===== src/rtl/game_defs.sv =====
// Shared game constants: move directions, controller states, grid bounds.
// Used by the move controller, the renderer and the map ROM.
package game_defs;

  localparam int COORD_W = 10;

  localparam int GRID_X_MIN   = 1;
  localparam int GRID_X_MAX   = 20;
  localparam int GRID_Y_MIN   = 1;
  localparam int GRID_Y_MAX   = 15;
  localparam int GRID_X_START = 10;
  localparam int GRID_Y_START = 15;

  typedef enum logic [1:0] {
    DIR_UP    = 2'd0,
    DIR_DOWN  = 2'd1,
    DIR_LEFT  = 2'd2,
    DIR_RIGHT = 2'd3
  } dir_t;

  typedef enum logic {
    ST_IDLE = 1'b0,
    ST_REQ  = 1'b1
  } move_state_t;

endpackage


===== src/rtl/move_fifo.sv =====
// Small FIFO of pending move directions.
// A push into a full FIFO is accepted when a pop happens the same cycle.
module move_fifo
  import game_defs::*;
#(
  parameter int DEPTH = 4,
  parameter int AW    = $clog2(DEPTH)
) (
  input  logic        clk,
  input  logic        rst_n,
  input  logic        push,
  input  dir_t        din,
  input  logic        pop,
  output dir_t        dout,
  output logic        full,
  output logic        empty,
  output logic [AW:0] count
);

  dir_t          mem [DEPTH];
  logic [AW-1:0] wr_ptr;
  logic [AW-1:0] rd_ptr;
  logic          do_push;
  logic          do_pop;

  assign full    = (count == (AW+1)'(DEPTH));
  assign empty   = (count == '0);
  assign do_pop  = pop && !empty;
  assign do_push = push && (!full || do_pop);
  assign dout    = mem[rd_ptr];

  always_ff @(posedge clk) begin
    if (do_push) mem[wr_ptr] <= din;
  end

  always_ff @(posedge clk) begin
    if (!rst_n) begin
      wr_ptr <= '0;
      rd_ptr <= '0;
      count  <= '0;
    end else begin
      if (do_push) wr_ptr <= wr_ptr + 1'b1;
      if (do_pop)  rd_ptr <= rd_ptr + 1'b1;
      count <= count + (AW+1)'(do_push) - (AW+1)'(do_pop);
    end
  end

endmodule


===== src/rtl/player_move_ctrl.sv =====
// Player movement sequencer: queues button moves, bounds-checks them,
// asks the map port about walls, then commits or rejects each move.
module player_move_ctrl
  import game_defs::*;
#(
  parameter int X_MIN      = GRID_X_MIN,
  parameter int X_MAX      = GRID_X_MAX,
  parameter int Y_MIN      = GRID_Y_MIN,
  parameter int Y_MAX      = GRID_Y_MAX,
  parameter int X_START    = GRID_X_START,
  parameter int Y_START    = GRID_Y_START,
  parameter int FIFO_DEPTH = 4
) (
  input  logic         i_Clk,
  input  logic         i_Rst_L,
  input  logic         i_move_up,
  input  logic         i_move_down,
  input  logic         i_move_left,
  input  logic         i_move_right,
  output logic         o_map_req,
  output logic [9:0]   o_map_x,
  output logic [9:0]   o_map_y,
  input  logic         i_map_ack,
  input  logic         i_map_wall,
  output logic [9:0]   o_player_x,
  output logic [9:0]   o_player_y,
  output logic         o_moved,
  output logic         o_blocked,
  output logic         o_overflow,
  output logic         o_busy
);

  localparam int AW = $clog2(FIFO_DEPTH);

  localparam logic [9:0] XMIN = 10'(X_MIN);
  localparam logic [9:0] XMAX = 10'(X_MAX);
  localparam logic [9:0] YMIN = 10'(Y_MIN);
  localparam logic [9:0] YMAX = 10'(Y_MAX);

  move_state_t state;
  dir_t        req_dir;
  dir_t        head;
  logic        push;
  logic        pop;
  logic        full;
  logic        empty;
  logic [AW:0] count;
  logic        in_bounds;
  logic [9:0]  tgt_x;
  logic [9:0]  tgt_y;

  assign push = i_move_up | i_move_down
              | i_move_left | i_move_right;
  assign pop  = (state == ST_IDLE) && !empty;

  // Same-cycle presses: up beats down beats left beats right.
  always_comb begin
    req_dir = DIR_RIGHT;
    if (i_move_up)        req_dir = DIR_UP;
    else if (i_move_down) req_dir = DIR_DOWN;
    else if (i_move_left) req_dir = DIR_LEFT;
  end

  move_fifo #(
    .DEPTH (FIFO_DEPTH)
  ) u_fifo (
    .clk   (i_Clk),
    .rst_n (i_Rst_L),
    .push  (push),
    .din   (req_dir),
    .pop   (pop),
    .dout  (head),
    .full  (full),
    .empty (empty),
    .count (count)
  );

  // Bounds are checked on the current position, so no wrap is possible.
  always_comb begin
    in_bounds = 1'b0;
    tgt_x     = o_player_x;
    tgt_y     = o_player_y;
    unique case (head)
      DIR_UP: begin
        in_bounds = o_player_y > YMIN;
        tgt_y     = o_player_y - 10'd1;
      end
      DIR_DOWN: begin
        in_bounds = o_player_y < YMAX;
        tgt_y     = o_player_y + 10'd1;
      end
      DIR_LEFT: begin
        in_bounds = o_player_x > XMIN;
        tgt_x     = o_player_x - 10'd1;
      end
      DIR_RIGHT: begin
        in_bounds = o_player_x < XMAX;
        tgt_x     = o_player_x + 10'd1;
      end
    endcase
  end

  always_ff @(posedge i_Clk) begin
    if (!i_Rst_L) begin
      state      <= ST_IDLE;
      o_player_x <= 10'(X_START);
      o_player_y <= 10'(Y_START);
      o_map_x    <= '0;
      o_map_y    <= '0;
      o_map_req  <= 1'b0;
      o_moved    <= 1'b0;
      o_blocked  <= 1'b0;
      o_overflow <= 1'b0;
    end else begin
      o_moved    <= 1'b0;
      o_blocked  <= 1'b0;
      o_overflow <= push && full && !pop;
      unique case (state)
        ST_IDLE: begin
          if (pop) begin
            if (in_bounds) begin
              o_map_x   <= tgt_x;
              o_map_y   <= tgt_y;
              o_map_req <= 1'b1;
              state     <= ST_REQ;
            end else begin
              o_blocked <= 1'b1;
            end
          end
        end
        ST_REQ: begin
          if (i_map_ack) begin
            o_map_req <= 1'b0;
            state     <= ST_IDLE;
            if (i_map_wall) begin
              o_blocked <= 1'b1;
            end else begin
              o_player_x <= o_map_x;
              o_player_y <= o_map_y;
              o_moved    <= 1'b1;
            end
          end
        end
      endcase
    end
  end

  assign o_busy = (state != ST_IDLE) | (count != '0);

endmodule


===== config.mk =====
export PLATFORM = sky130hd
export DESIGN_NAME = player_move_ctrl
export DESIGN_NICKNAME = d
export VERILOG_FILES = /design/src/rtl/game_defs.sv /design/src/rtl/move_fifo.sv /design/src/rtl/player_move_ctrl.sv
export SDC_FILE = /design/constraint.sdc
export NUM_CORES = 1
export LEC_CHECK = 0
export ABC_AREA = 1
export BUFFER_PORTS_ARGS = -buffer_cell sky130_fd_sc_hd__buf_2
export CAP_MARGIN = 20
export CORE_UTILIZATION = 45
export CTS_CLUSTER_DIAMETER = 40
export DETAILED_ROUTE_END_ITERATION = 8
export PLACE_DENSITY = 0.65
export SLEW_MARGIN = 20
export SYNTH_ARGS = -nofsm -noshare
export SYNTH_HDL_FRONTEND = slang
export SYNTH_SLANG_ARGS = --single-unit
export TNS_END_PERCENT = 10

===== constraint.sdc =====
create_clock -name i_Clk -period 4.8 [get_ports i_Clk]
set_input_delay 0.96 -clock i_Clk [delete_from_list [all_inputs] [get_ports i_Clk]]
set_output_delay 0.96 -clock i_Clk [all_outputs]
set_load 0.01 [all_outputs]

# Yosys cells after proc, flatten, opt, wreduce, memory -nomap -nowiden
# Memories as Yosys holds them, arrays and structs flattened. A register that Yosys moved wholly into a read port is not among the register bits.
# Index checks and enable logic that the tools add are counted.
# totals
reg_bits	52
ramBits	8
inputBits	8
n_memories	1
# classes
addsub	8
n_lt_le_gt_ge	4
n_eq_ne	7
muxes	24
bitwise_logic	6
reduce_logical	16
# mem_list
memory	words	word_bits	rd	rd_ports_with_merged_regs	wr	line	text
u_fifo.mem	4	2	1	1	1	move_fifo.sv:20	dir_t mem [DEPTH];
# op_table
operator	n
one-hot mux 10 bit (2 select lines)	2
adder 10 x 1 -> 10 bit (second input constant)	2
> comparator 10 x 1 -> 1 bit (second input constant)	2
subtractor 10 x 1 -> 10 bit (second input constant)	2
two-way mux 1 bit	14
AND reduction 3 bit	4
less-than comparator 10 x 4 -> 1 bit (second input constant)	1
less-than comparator 10 x 5 -> 1 bit (second input constant)	1
two-way mux 2 bit	4
inequality test 2 bit (second input constant)	3
one-hot mux 1 bit (2 select lines)	3
logical AND 1 bit	5
adder 2 x 1 -> 2 bit (second input constant)	2
== test 2 bit (second input constant)	2
bitwise OR 1 bit	4
one-hot mux 1 bit (4 select lines)	1
adder 3 x 1 -> 3 bit	1
== test 3 bit (second input constant)	1
zero test 1 bit	3
zero test 3 bit	1
nonzero test 3 bit	1
subtractor 3 x 1 -> 3 bit	1
== test 2 x 1 -> 1 bit (second input constant)	1
zero test 2 bit	1
2 further kinds	3

# Logic depth before layout (Yosys ltp)
# Gate-level depths: netlist (run 1).
# depth
ltp_word	8
ltp_mapped	13

# Cells and area by module
# Synthesis (run 1) repeated with hierarchy kept, for this count alone.
# unflattened
cells_unflattened	549
hier_area_um2	3622.2
# modules_own_cells
mod	n_inst	cells_per_inst	area_per_inst_um2	seq_area_each_um2
player_move_ctrl	1	457	2806.4	900.9
move_fifo	1	92	815.8	420.4

# Worst setup path after synthesis (run 1)
# Ideal clock, no wire load.
# synth_timing
kind	input to register
start	input i_move_up
end	register u_fifo.count[2]
setup_time_ns	0.070
t_arrival_ns	2.322
required_ns	4.730
path_slack_ns	2.408
stages	10
n_path_buf	0
path_cell_list	nor4_1 -> inv_1 -> nand2_1 -> inv_1 -> ha_1 -> inv_1 -> fa_1 -> xor2_1 -> o21ai_0 -> a21oi_1
# synth_via
elab_chain_cells	6
# synth_rtl
item	line	text
from (decl)	player_move_ctrl.sv:16	input logic i_move_up,
bitwise OR 1 bit	player_move_ctrl.sv:52	assign push = i_move_up | i_move_down
bitwise OR 1 bit (2 in a row)	player_move_ctrl.sv:53	| i_move_left | i_move_right;
logical AND 1 bit	move_fifo.sv:29	assign do_push = push && (!full || do_pop);
via u_fifo.do_push	move_fifo.sv:23	logic do_push;
adder 3 x 1 -> 3 bit	move_fifo.sv:44	count <= count + (AW+1)'(do_push) - (AW+1)'(do_pop);
subtractor 3 x 1 -> 3 bit	move_fifo.sv:44	
to (signal assigned)	move_fifo.sv:44	
to (decl)	move_fifo.sv:17	output logic [AW:0] count
# The timed path passes the listed nets, and every way through them passes these cells.
# A chain may end at the register's enable or synchronous reset.

# Final worst setup path (run 1)
# Same ends and word-level chain as after synthesis.

==> summary.txt, run 1 <==
RSZ-0062 raised after global routing - false
Inserted Clock Buffers - 9
routed vias - 3666
die span in y - 92.8 um
ANT nets after route - 0
clock sinks - 62
internal power - 1.35 mW
Rel. slew slack - 47.0%
Post-Syn Nets - 576
Synth Instances - 555
H-tree depth - 3
async set-or-reset flop fraction in the synthesized netlist - 0%
CTS Hold Bufs - 0
setup TNS - 0 ns
Logic pwr share - 50.2%
Clk pin slew, worst setup/hold paths - 0.07 ns
via-per-instance ratio - 5.21
CP Capture Type - flip-flop
number of enable flip-flop cells after synthesis - 8
Worst Path Required - 5.07 ns
Total Routing Usage GR - 23.0%
cts repair resizes - 0
Syn-to-layout area delta - 13.8%
CTS Buffer Depth - 2
Worst VDD drop - 0.000490 V
status - complete, no violations
Area after DPL - 0.00400 mm^2
core area - 0.00785 mm^2
fin. max-slew vios - 0
Post-Syn Area per Cell - 6.68 um^2
Hold Path Origin - o_map_req
Worst Setup SP - i_move_up
Ant. Diodes - 0
design area - 0.00422 mm^2
largest net degree at the start of global routing - 48
Die W - 92.8 um
Switch Pwr - 1.19 mW
DP Cell Count - 687
Seq/Total Area, Yosys - 35.7%
maximum fanout along the worst path - 9
final worst path period share - 50.8%
Final min period - 2.44 ns
Seq cells post-synth - 62
worst-margin pin slew - 0.795 ns
critical path class - input pin to flip-flop
Worst Slack Setup Final - 2.36 ns
layout cells sized above 1 - 15.0%
Detailed Route WL - 9490 um
HPWL Detailed - 6700 um
fillers - 804
predominant post-synthesis flop cell - dfxtp_1
CTS tree - built
Max Fclk - 0.410 GHz
Area contributors post-synth - dfxtp_1, nand2_1, nor2_1
drt first-iter violations - 172
Placer Congestion - 0.925
pre-CTS WS - 2.00 ns
Netlist cell types - 35
Pwr Density - 603 mW/mm^2
LEAKAGE - 2.08 nW
worst-skew pair later-pin latency - 0.34 ns
total die area - 0.00860 mm^2
Max Cap Viol - 0
Post-CTS Repair Setup Buffers - 0
Setup-failing EPs final - 0
antenna violations before repair - 0
Post-Layout Cell Count - 703
post-synth top area cell - dfxtp_1
Worst EP arrival - 2.71 ns
initial core utilization - 47.2%
Yosys top cell area share - 29.2%
vias in the first global route - 3215
Min-Delay Path Class - flip-flop to flip-flop
CTS root buf - clkbuf_8
synth warn - 0
Ports - 53
I/O Buffers - 52
NumNets Final - 617
DR pass1 iterations - 6
Setup Skew - 0.0108 ns
sequential power share - 29.4%
Sw Share - 46.9%
DRC - 0
Worst setup SP type - input pin
Hold Fails Final Rpt - 0
WL/cell - 13.5 um
Mapped Area - 0.00371 mm^2
GR Overflow Total - 0
num rows - 32
Clk pwr share - 20.4%
first-pass GRT wire length - 15600 um
-- synth_stat cells, drive strengths merged, types with 8 or more instances --
| master | n |
|---|---|
| clkbuf | 13 |
| edfxtp | 8 |
| nand2 | 136 |
| o21ai | 29 |
| dfxtp | 54 |
| ha | 12 |
| buf | 11 |
| xor2 | 12 |
| nand3 | 52 |
| inv | 65 |
| a21oi | 38 |
| nor2 | 90 |
| nand4 | 15 |
-- cells in the final DEF (no fill, tap or decap), types with 2 or more instances in the layout --
cell and count:
nand3_2 3, nor3_1 5, xor2_1 12, nand2_4 3, edfxtp_1 8, clkinvlp_4 2, nor2_2 2, inv_1 62
nand2_2 4, bufinv_16 2, o21ai_0 29, a21oi_1 35, nor2_1 87, inv_2 3, nand3b_1 2, a21oi_2 3
nand2_1 129, buf_4 2, clkbuf_8 9, nand3_1 49, ha_1 12, o211ai_1 6, dfxtp_1 54, nand4_1 14
buf_2 52
-- registers in the layout (all words and copies together) (netlist names), named ones only --
name,count
o_player_x,10
state,1
u_fifo.rd_ptr,2
o_blocked,1
u_fifo.count,3
u_fifo.mem,8
o_player_y,10
o_moved,1
o_map_req,1
o_overflow,1
u_fifo.wr_ptr,2
o_map_x,10
o_map_y,10
-- cell type report --
class / count / area [um^2] / area share, %
multi-input cells: 403 / 2030 / 48.0
flip-flops and latches: 62 / 1320 / 31.3
repair buffers: 54 / 275 / 6.52
inverters: 66 / 248 / 5.87
well taps: 102 / 128 / 3.02
clock buffers: 9 / 124 / 2.94
clock inverters: 7 / 97.6 / 2.31
-- worst max-delay path: stages --
cell	delay, ns
buf_2	0.11
nor4_1	0.36
inv_1	0.08
nand2_1	0.22
inv_1	0.08
ha_1	0.20
inv_1	0.06
fa_1	0.18
xor2_1	0.20
o21ai_0	0.11
a21oi_1	0.16
-- path summary, 6_finish.rpt --
kind | cells after the start | endpoint | slack, ns
min | 2 | o_map_req | 0.48
max reg2reg | 11 | o_map_y[8] | 2.38
max | 11 | u_fifo.count[2] | 2.36
min reg2reg | 2 | o_map_req | 0.48
-- kinds of logic after synthesis --
family	Yosys count	share of synthesized area, %
flip-flops	62	35.7
AO/OA/AOI/OAI	74	10.7
buffers and inverters	90	9.79
multiplexers	1	0.270
AND/OR/NAND/NOR	302	35.9
adder cells (fa/ha/maj)	13	4.59
XOR/XNOR	13	3.07
-- metal layers --
metal	GRT usage (%)	share of wire (%)
met2	36.0	44
met5	0	0
met4	6.67	1.1
met1	32.2	48
met3	4.43	6.7
-- metrics by stage --
step	hold WS [ns]	power [mW]	util, %
finish	0.477	2.55	53.8
global route	0.494	2.77	53.8
CTS	0.477	2.56	53.8
global placement	0.455	2.00	50.9
detailed placement	0.459	2.04	50.9
floorplan	0.436	1.74	-
-- power by group through the flow --
stage | clock network [mW] | registers (mW) | logic [mW]
after CTS | 0.525 | 0.747 | 1.29
after detailed placement | 0 | 0.758 | 1.28
after global placement | 0 | 0.756 | 1.24
after global routing | 0.548 | 0.764 | 1.46
after floorplan | 0 | 0.763 | 0.978
final | 0.518 | 0.748 | 1.28
Power figures use the tool's default switching activity.
==> run 2, diff against run 1 <==
--- a/config.mk
+++ b/config.mk
@@ -11,7 +11,7 @@
 export CORE_UTILIZATION = 45
 export CTS_CLUSTER_DIAMETER = 40
 export DETAILED_ROUTE_END_ITERATION = 8
-export PLACE_DENSITY = 0.65
+export PLACE_DENSITY = 0.68
 export SLEW_MARGIN = 20
 export SYNTH_ARGS = -nofsm -noshare
 export SYNTH_HDL_FRONTEND = slang
==> constraint.sdc (replaced) <==
create_clock -name i_Clk -period 2 [get_ports i_Clk]
set_input_delay 0.4 -clock i_Clk [delete_from_list [all_inputs] [get_ports i_Clk]]
set_output_delay 0.4 -clock i_Clk [all_outputs]
set_load 0.01 [all_outputs]
==> run 2 against run 1 <==
Effect of this change:
- cell count increased by 2.6%
- sequential cell count unchanged
- largest power group unchanged
- largest cell class unchanged
- utilization increased by 1.7 points
- register-to-register slack got worse by 2.3 ns
- first-iteration DRC count increased by 37%
- total power increased by 140%
- via count increased by 3.0%
- critical endpoint unchanged
- critical path depth decreased by 1
- critical path type is now flip-flop to flip-flop
==> summary.txt, run 2 (synthesis gave the netlist of run 1 again) <==
Min-Delay Path Class - input pin to flip-flop (was flip-flop to flip-flop)
H-tree depth - 3 (unchanged)
core area - 0.00785 mm^2 (unchanged)
via-per-instance ratio - 5.24 (was 5.21)
DR pass1 iterations - 4 (was 6)
commonest non-fill, non-tap cells in the layout - nand2_1, nor2_1, inv_1 (unchanged)
Rel. slew slack - 73.6% (was 47.0%)
critical path, cell by cell - nor2_4 > a21oi_4 > ha_1 > inv_1 > ha_1 > inv_1 > fa_2 > xor2_1 > o21ai_1 > a21oi_1 (was buf_2 > nor4_1 > inv_1 > nand2_1 > inv_1 > ha_1 > inv_1 > fa_1 > xor2_1 > o21ai_0 > a21oi_1)
CP max-delay cell - dfxtp_2 (was nor4_1)
cts repair resizes - 0 (unchanged)
slowest stage delay, CP - 0.36 ns (about the same)
routed vias - 3777 (was 3666)
Pwr Density - 1430 mW/mm^2 (was 603 mW/mm^2)
area of the multi-input gates - 0.00204 mm^2 (was 0.00203 mm^2)
GR met3 Demand/Resource - 4.35% (was 4.43%)
Worst VDD drop - 0.000994 V (was 0.000490 V)
NumNets Final - 635 (was 617)
status - complete, no violations (unchanged)
Worst Hold Slack - 0.345 ns (was 0.477 ns)
antenna violations before repair - 0 (unchanged)
CTS Buffer Depth - 2 (unchanged)
first-pass GRT wire length - 15800 um (was 15600 um)
design area - 0.00435 mm^2 (was 0.00422 mm^2)
Worst Path Required - 2.23 ns (was 5.07 ns)
WL/cell - 13.2 um (was 13.5 um)
RSZ-0062 raised after global routing - true (was false)
hold depth - 4 (was 2)
R2R setup slack - 0.09 ns (was 2.38 ns)
Die W - 92.8 um (unchanged)
fillers - 811 (was 804)
CTS root buf - clkbuf_8 (unchanged)
met2 global-route usage - 36.1% (was 36.0%)
Placer Congestion - 0.950 (was 0.925)
Total Routing Usage GR - 23.4% (was 23.0%)
CP Capture Type - flip-flop (unchanged)
vias in the first global route - 3476 (was 3215)
Syn-to-layout area delta - 17.5% (was 13.8%)
die span in y - 92.8 um (unchanged)
Global Route met1 Usage - 32.0% (was 32.2%)
HPWL Detailed - 7090 um (was 6700 um)
sequential cell area - 0.00132 mm^2 (about the same)
Clk pin slew, worst setup/hold paths - 0.07 ns (about the same)
fin. max-slew vios - 0 (unchanged)
clock sinks - 62 (unchanged)
layout cells sized above 1 - 17.8% (was 15.0%)
Max Cap Viol - 0 (unchanged)
worst-skew pair later-pin latency - 0.34 ns (about the same)
Max Fclk - 0.523 GHz
Hold Fails Final Rpt - 0 (unchanged)
Inserted Clock Buffers - 9 (unchanged)
CTS tree - built (unchanged)
critical path class - flip-flop to flip-flop (was input pin to flip-flop)
DRC - 0 (unchanged)
CTS Hold Bufs - 0 (unchanged)
Area after DPL - 0.00415 mm^2 (was 0.00400 mm^2)
drt first-iter violations - 236 (was 172)
commonest non-fill, non-tap cell in the layout - nand2_1 (unchanged)
layer with the highest usage - met2 (unchanged)
I/O Buffers - 52 (unchanged)
Post-CTS Repair Setup Buffers - 0 (unchanged)
Worst EP arrival - 2.14 ns (was 2.71 ns)
LEAKAGE - 2.16 nW (was 2.08 nW)
Setup-failing EPs final - 0 (unchanged)
Hold Path End - state (was o_map_req)
GR Overflow Total - 0 (unchanged)
initial core utilization - 47.2% (unchanged)
largest net degree at the start of global routing - 31 (was 48)
Ports - 53 (unchanged)
worst-margin pin slew - 0.392 ns (was 0.795 ns)
Hold Path Origin - i_map_ack (was o_map_req)
reg2reg start - u_fifo.count[1]
Ant. Diodes - 0 (unchanged)
worst flop-to-flop path endpoint - u_fifo.count[2] (was o_map_y[8])
Worst setup SP type - flip-flop (was input pin)
maximum fanout along the worst path - 3 (was 9)
num rows - 32 (unchanged)
final worst path period share - 95.6%
total die area - 0.00860 mm^2 (unchanged)
Setup Skew - 0.0139 ns (was 0.0108 ns)
Final min period - 1.91 ns
Reg2Reg Depth - 10 (was 11)
ANT nets after route - 0 (unchanged)
Detailed Route WL - 9500 um (was 9490 um)
==> run 2: cell types whose count changed in the layout (fill, tap and decap cells not counted), sizes merged <==
cell	change
buf	+18
bufinv	-1
clkbuf	+4
clkinv	-1
clkinvlp	-1
inv	-1
==> run 2: area by class of cell <==
cell class                 count  area share (%)
clock buffer                  13            3.65
clock inverter                 3           0.977
inverter                      66            5.69
multi-input combinational    403            46.9
sequential                    62            30.4
tap                          102            2.93
timing repair buffer          72            9.43
==> run 2: how the worst max path moves through the flow <==
stage | from | end | slack, ns | cells past startpoint
floorplan | u_fifo.count[1] | u_fifo.count[2] | 0.009 | 11
global placement | i_move_up | u_fifo.count[2] | 0.07 | 11
detailed placement | i_move_up | u_fifo.count[2] | -0.04 | 11
CTS | u_fifo.count[1] | u_fifo.count[2] | 0.07 | 10
global route | u_fifo.count[2] | u_fifo.count[2] | -0.04 | 10
finish | u_fifo.count[1] | u_fifo.count[2] | 0.09 | 10
==> run 2: per-layer routing <==
| metal | part of all wire [%] | routed length (um) |
|---|---|---|
| met5 | 0 | 0 |
| met2 | 44 | 4220 |
| met3 | 6.9 | 653 |
| met4 | 1.9 | 183 |
| met1 | 47 | 4440 |
==> run 2: worst max-delay path, delay by kind of cell, from the launching register on <==
kind | cells | cell delay, ns
AND/OR/NAND/NOR | 1 | 0.15
flip-flops | 1 | 0.36
adder cells (fa/ha/maj) | 3 | 0.74
buffers and inverters | 2 | 0.11
XOR/XNOR | 1 | 0.16
AO/OA/AOI/OAI | 3 | 0.27
==> run 2: power by group <==
group          switching (mW)  internal (mW)
clock network           0.485          0.643
registers               0.245           1.56
logic                    2.13           1.18
==> run 2: stage by stage <==
step           worst slack, ns  std cells  total power [mW]  util, %  setup TNS [ns]
6_report                0.0889        721              6.24     55.5               0
3_3_place_gp            0.0695        705              5.04     52.9               0
3_5_place_dp           -0.0412        705              5.11     52.9         -0.0412
5_1_grt                -0.0394        721              6.77     55.5         -0.0789
2_1_floorplan          0.00898        555              4.26        -               0
4_1_cts                 0.0732        721              6.24     55.5               0
